**src/rtl/processor_control_unit.sv**
```systemverilog
// Control FSM for a simple bus-based processor: decodes IR into per-cycle
// register/ALU/bus enables over the T0..T3 instruction phases.
module processor_control_unit #(
   parameter int dataWidth = 9
) (
   input  logic                 clock,
   input  logic                 reset,
   input  logic [dataWidth-1:0] DataAndInstructionInput,
   input  logic                 Run,
   output logic                 IRin,
   output logic [7:0]           Rin,
   output logic [7:0]           Rout,
   output logic                 Ain,
   output logic                 Gin,
   output logic                 Gout,
   output logic                 DINout,
   output logic                 AddSub,
   output logic                 Done,
   output logic                 Busy,
   output logic [1:0]           state
);

   typedef enum logic [1:0] {
      T0 = 2'd0,
      T1 = 2'd1,
      T2 = 2'd2,
      T3 = 2'd3
   } state_t;

   state_t               state_q, state_d;
   logic [dataWidth-1:0] ir_q, ir_d;
   logic [2:0]           opcode, reg_x, reg_y;

   assign opcode = ir_q[8:6];
   assign reg_x  = ir_q[5:3];
   assign reg_y  = ir_q[2:0];

   always_ff @(posedge clock) begin
      if (reset) begin
         state_q <= T0;
         ir_q    <= '0;
      end else begin
         state_q <= state_d;
         ir_q    <= ir_d;
      end
   end

   always_comb begin
      state_d = state_q;
      ir_d    = ir_q;
      IRin    = 1'b0;
      Rin     = 8'd0;
      Rout    = 8'd0;
      Ain     = 1'b0;
      Gin     = 1'b0;
      Gout    = 1'b0;
      DINout  = 1'b0;
      AddSub  = 1'b0;
      Done    = 1'b0;
      Busy    = 1'b0;
      state   = 2'd0;
      // Reset blanks every output combinationally, so an aborted instruction
      // never emits a write or Done pulse.
      if (!reset) begin
         state = state_q;
         Busy  = (state_q != T0);
         case (state_q)
            T0: begin
               IRin = Run;
               if (Run) begin
                  ir_d    = DataAndInstructionInput;
                  state_d = T1;
               end
            end
            T1: begin
               case (opcode)
                  3'b000: begin
                     Rout[reg_y] = 1'b1;
                     Rin[reg_x]  = 1'b1;
                     Done        = 1'b1;
                     state_d     = T0;
                  end
                  3'b001: begin
                     DINout      = 1'b1;
                     Rin[reg_x]  = 1'b1;
                     Done        = 1'b1;
                     state_d     = T0;
                  end
                  3'b010, 3'b011: begin
                     Rout[reg_x] = 1'b1;
                     Ain         = 1'b1;
                     state_d     = T2;
                  end
                  default: begin
                     Done    = 1'b1;
                     state_d = T0;
                  end
               endcase
            end
            T2: begin
               Rout[reg_y] = 1'b1;
               Gin         = 1'b1;
               AddSub      = ir_q[6];
               state_d     = T3;
            end
            T3: begin
               Gout       = 1'b1;
               Rin[reg_x] = 1'b1;
               Done       = 1'b1;
               state_d    = T0;
            end
            default: state_d = T0;
         endcase
      end
   end

endmodule

```
**config.mk**
```make
export PLATFORM = sky130hd
export DESIGN_NAME = processor_control_unit
export DESIGN_NICKNAME = d
export VERILOG_FILES = /design/src/rtl/processor_control_unit.sv
export SDC_FILE = /design/constraint.sdc
export NUM_CORES = 1
export LEC_CHECK = 0
export CORE_ASPECT_RATIO = 1.4
export CORE_UTILIZATION = 35
export DETAILED_ROUTE_END_ITERATION = 10
export PLACE_DENSITY = 0.74
export SYNTH_ARGS = -nofsm -noshare
export SYNTH_HDL_FRONTEND = slang
export SYNTH_SLANG_ARGS = --single-unit
```
**constraint.sdc**
```tcl
create_clock -name clock -period 1.5 [get_ports clock]
set_input_delay 0.225 -clock clock [delete_from_list [all_inputs] [get_ports clock]]
set_output_delay 0.225 -clock clock [all_outputs]
set_load 0.1 [all_outputs]
```
==> run metrics, run 1 <==
outcome stopped before the end; last stage reached clock tree synthesis; error msg [ERROR DPL-0038] Utilization greater than 100%, impossible to legalize; largest area contributor in the netlist dfxtp_1; hpwl dp 3170 um; Num CTS Buffers 3; Synth top area share 0.292; CTS Hold Bufs 0; Synth Flop Type dfxtp_1; flops & latches, synth 11; Post-Syn Area 753 um2; synth unique cells 28; Root Driver clkbuf_4; Ys Warns 0; Die X 41.2 um; syn avg cell area 7.11 um2; clock sinks 11; port bufs 37; Post-Syn Nets 122; Starting Density 0.377; # rows 19; PostCTS Resize Cnt 28; io pins 38; top cells by area in the synthesized netlist dfxtp_1, nand2_1, a21oi_1, ha_1, nor2_1; Routability Congestion 0.821; sequential element share of the synthesized area 0.292; # Post-CTS Setup Buffers 8; async set or reset register ratio after synthesis 0; H-tree depth 1; gate count after technology mapping 106; die height 56.9 um; Post-synth EDFFs 0; Clock Tree Buf Depth 2
-- cells in the mapped netlist (all sizes together), types with 4 or more instances --
| master | n |
|---|---|
| nor3 | 4 |
| nand2b | 4 |
| ha | 4 |
| nor2 | 13 |
| a21oi | 11 |
| o22ai | 4 |
| dfxtp | 11 |
| o32ai | 4 |
| nand2 | 20 |
-- per-stage QoR --
stage / worst slack, ps / instances / cell area (um2) / TNS [ps]
floorplan: -708 / 106 / 1050 / -10290
global placement: -417 / 190 / 1910 / -6840
detailed placement: -560 / 190 / 1910 / -8710
-- kinds of logic after synthesis --
logic type	after synthesis	share of synthesized area
AND/OR/NAND/NOR	60	0.407
AO/OA/AOI/OAI	24	0.196
flip-flops	11	0.292
buffers and inverters	7	0.0382
adder cells (fa/ha/maj)	4	0.0664
==> inputs of run 2 (changes only) <==
--- a/config.mk
+++ b/config.mk
@@ -5,10 +5,10 @@
 export SDC_FILE = /design/constraint.sdc
 export NUM_CORES = 1
 export LEC_CHECK = 0
-export CORE_ASPECT_RATIO = 1.4
-export CORE_UTILIZATION = 35
+export CORE_AREA = 2 2 63 65
 export DETAILED_ROUTE_END_ITERATION = 10
-export PLACE_DENSITY = 0.74
+export DIE_AREA = 0 0 65 67
+export PLACE_DENSITY_LB_ADDON = 0.15
 export SYNTH_ARGS = -nofsm -noshare
 export SYNTH_HDL_FRONTEND = slang
 export SYNTH_SLANG_ARGS = --single-unit
==> constraint.sdc (replaced) <==
create_clock -name clock -period 2 [get_ports clock]
set_input_delay 0.3 -clock clock [delete_from_list [all_inputs] [get_ports clock]]
set_output_delay 0.3 -clock clock [all_outputs]
set_load 0.1 [all_outputs]
==> run metrics, run 2 <==
die height 67 um (was 56.9 um); Synth top cells by count nand2_1, nor2_1, a21oi_1, dfxtp_1 (unchanged); port bufs 37 (unchanged); DP Worst Slack -105 ps (was -560 ps); Post-Syn Nets 122 (unchanged); largest net degree at the start of global routing 21; DR WL/cell 12.9 um; initial antenna violation count 0; core area 3610 um2; cell internal pwr 0.534 mW; Num CTS Buffers 3 (unchanged); number of remaining DRC errors 0; critical path class register to output pin; flops & latches, synth 11 (unchanged); Slew Viols, Final 0; unrepaired setup endpoints after global routing yes; # rows 22 (was 19); Clock power frac 0.265; Root Driver clkbuf_8 (was clkbuf_4); Post-Syn Area 753 um2 (unchanged); most frequent cell after synthesis nand2_1 (unchanged); commonest non-fill, non-tap cells in the layout buf_12, nand2_1, buf_4; Power Dens Cells 418 nW/um2; Synth top area share 0.292 (unchanged); largest area contributor in the netlist dfxtp_1 (unchanged); Largest regs ir_q x9, state_q x1; global-route wire length before repair 4710 um; CP max FO 4; top cells by area in the synthesized netlist dfxtp_1, nand2_1, a21oi_1, ha_1, nor2_1 (unchanged); Max-cap violations 0; Final nets 182; Seq pwr share 0.306; Worst Hold Class register to register; switch share 0.368; CP Launch Type register; clock sinks 11 (unchanged); gate count after technology mapping 106 (unchanged); async set or reset register ratio after synthesis 0 (unchanged); CP arrival 1820 ps; die area 4360 um2; Area growth syn-to-layout 168%; Ys Warns 0 (unchanged); placed instance area 1790 um2 (was 1910 um2); H-tree depth 1 (unchanged); Post-synth EDFFs 0 (unchanged); final setup fails 16; Avg Vias per Cell 4.53; Final Cell Area 2020 um2; Starting Density 0.209 (was 0.377); drt total wl 2750 um; sequential element share of the synthesized area 0.292 (unchanged); worst rel slew slack 0.703; final worst path period need 2120 ps; Max Freq 472 MHz; clk_lat worst skew 240 ps; Routability Congestion 0.822 (was 0.821); worst setup margin -120 ps; Die X 65 um (was 41.2 um); synth unique cells 28 (unchanged); final hold violations 0; CP Capture Type output pin; clk slew on worst S/H paths 50 ps; Critical Path RT 1700 ps; TritonRoute pass-1 iters 4; CTS tree built; outcome finished with violations (was stopped before the end); clock skew 2.52 ps; GRT Resource Usage Total 0.143; Ant. Diodes 0; io pins 38 (unchanged); max reg flops 9; setup TNS -1190 ps; Period Utilization, post-route 1.06; DR iter-0 viols 47; Clock Tree Buf Depth 2 (unchanged); number of global-route vias before repair 947; hpwl dp 2180 um (was 3170 um); Switch Pwr 0.311 mW; fraction of layout cells with a size suffix above 1 0.570; Peak VDD IR 0.264 mV; Top reg by flops ir_q; DRT antenna net count 0; cell leakage power 0.689 nW; global route overflow 0; failing checks negative setup slack; commonest non-fill, non-tap cell in the layout buf_12; total number of vias 964; Tightest Pin Transition 445 ps; combinational power share 0.429; Synth Flop Type dfxtp_1 (unchanged); syn avg cell area 7.11 um2 (unchanged)
run 2: cell counts after synthesis:
Identical to the previous run, type by type.
run 2: per-stage QoR:
stage | hold WS, ps | instances | util | total power [mW]
floorplan | 436 | 106 | - | 0.460
global placement | 478 | 199 | 0.496 | 0.569
detailed placement | 483 | 199 | 0.496 | 0.574
CTS | 490 | 212 | 0.551 | 0.844
global route | 546 | 213 | 0.560 | 0.892
finish | 492 | 213 | 0.560 | 0.845
run 2: logic make-up (layout without fill, tap and decap cells):
logic type               after synthesis  count (layout)  synth area share
buffers and inverters                  7              66            0.0382
flip-flops                            11              11             0.292
AO/OA/AOI/OAI                         24              24             0.196
adder cells (fa/ha/maj)                4               4            0.0664
AND/OR/NAND/NOR                       60              60             0.407
run 2: worst paths after layout:
kind	slack [ps]	to	startpoint	cells after the start
worst max-delay path	-120	Rout[6]	register	7
worst min register to register	490	ir_q[4]$_SDFFE_PP0P_	ir_q[4]$_SDFFE_PP0P_	2
worst max register to register	660	state_q[0]$_SDFFE_PP0P_	state_q[0]$_SDFFE_PP0P_	6
worst min-delay path	490	ir_q[4]$_SDFFE_PP0P_	ir_q[4]$_SDFFE_PP0P_	2
run 2: power groups by stage:
| stage | sequential [mW] | combinational, mW | clock, mW |
|---|---|---|---|
| 2_1_floorplan | 0.259 | 0.201 | 0 |
| 3_3_place_gp | 0.261 | 0.308 | 0 |
| 3_5_place_dp | 0.262 | 0.312 | 0 |
| 4_1_cts | 0.258 | 0.355 | 0.232 |
| 5_1_grt | 0.262 | 0.386 | 0.244 |
| 6_report | 0.259 | 0.362 | 0.224 |
run 2: what timing repair did:
item                       in CTS  in global routing
hold endpoints to repair        0                  0
hold buffers                    0                  0
setup endpoints to repair      17                 18
resized for setup              17                  6
gates cloned                    0                  0
pin swaps                      12                  7
buffers inserted                9                  1
run 2: layout make-up:
type | instances | area, um2
Fill cell | 311 | 1590
Multi-Input combinational cell | 88 | 853
Timing Repair Buffer | 59 | 818
Sequential cell | 11 | 225
Tap cell | 48 | 60.1
Clock buffer | 4 | 45.0
Inverter | 3 | 16.3
run 2: critical path, cell delays in order, from the launching register on:
cell,delay [ps]
dfxtp_2,350
inv_4,60
ha_4,280
nor2b_4,210
buf_6,120
nand3_4,90
o32ai_4,260
buf_12,210
run 2: metal layers:
layer	global-route usage	up-vias	wire, um
li1	-	494	-
met1	0.184	447	1220
met2	0.241	21	1420
met3	0.0152	2	73
met4	0.0638	0	34
met5	0	-	0
No activity file was read; power rests on OpenSTA's default activity.
==> inputs of run 3 (changes only) <==
--- a/config.mk
+++ b/config.mk
@@ -8,6 +8,7 @@
 export CORE_AREA = 2 2 63 65
 export DETAILED_ROUTE_END_ITERATION = 10
 export DIE_AREA = 0 0 65 67
+export GPL_ROUTABILITY_DRIVEN = 1
 export PLACE_DENSITY_LB_ADDON = 0.15
 export SYNTH_ARGS = -nofsm -noshare
 export SYNTH_HDL_FRONTEND = slang
==> results of run 3 <==
Final layout, timing and power as in run 2 (identical DEF).
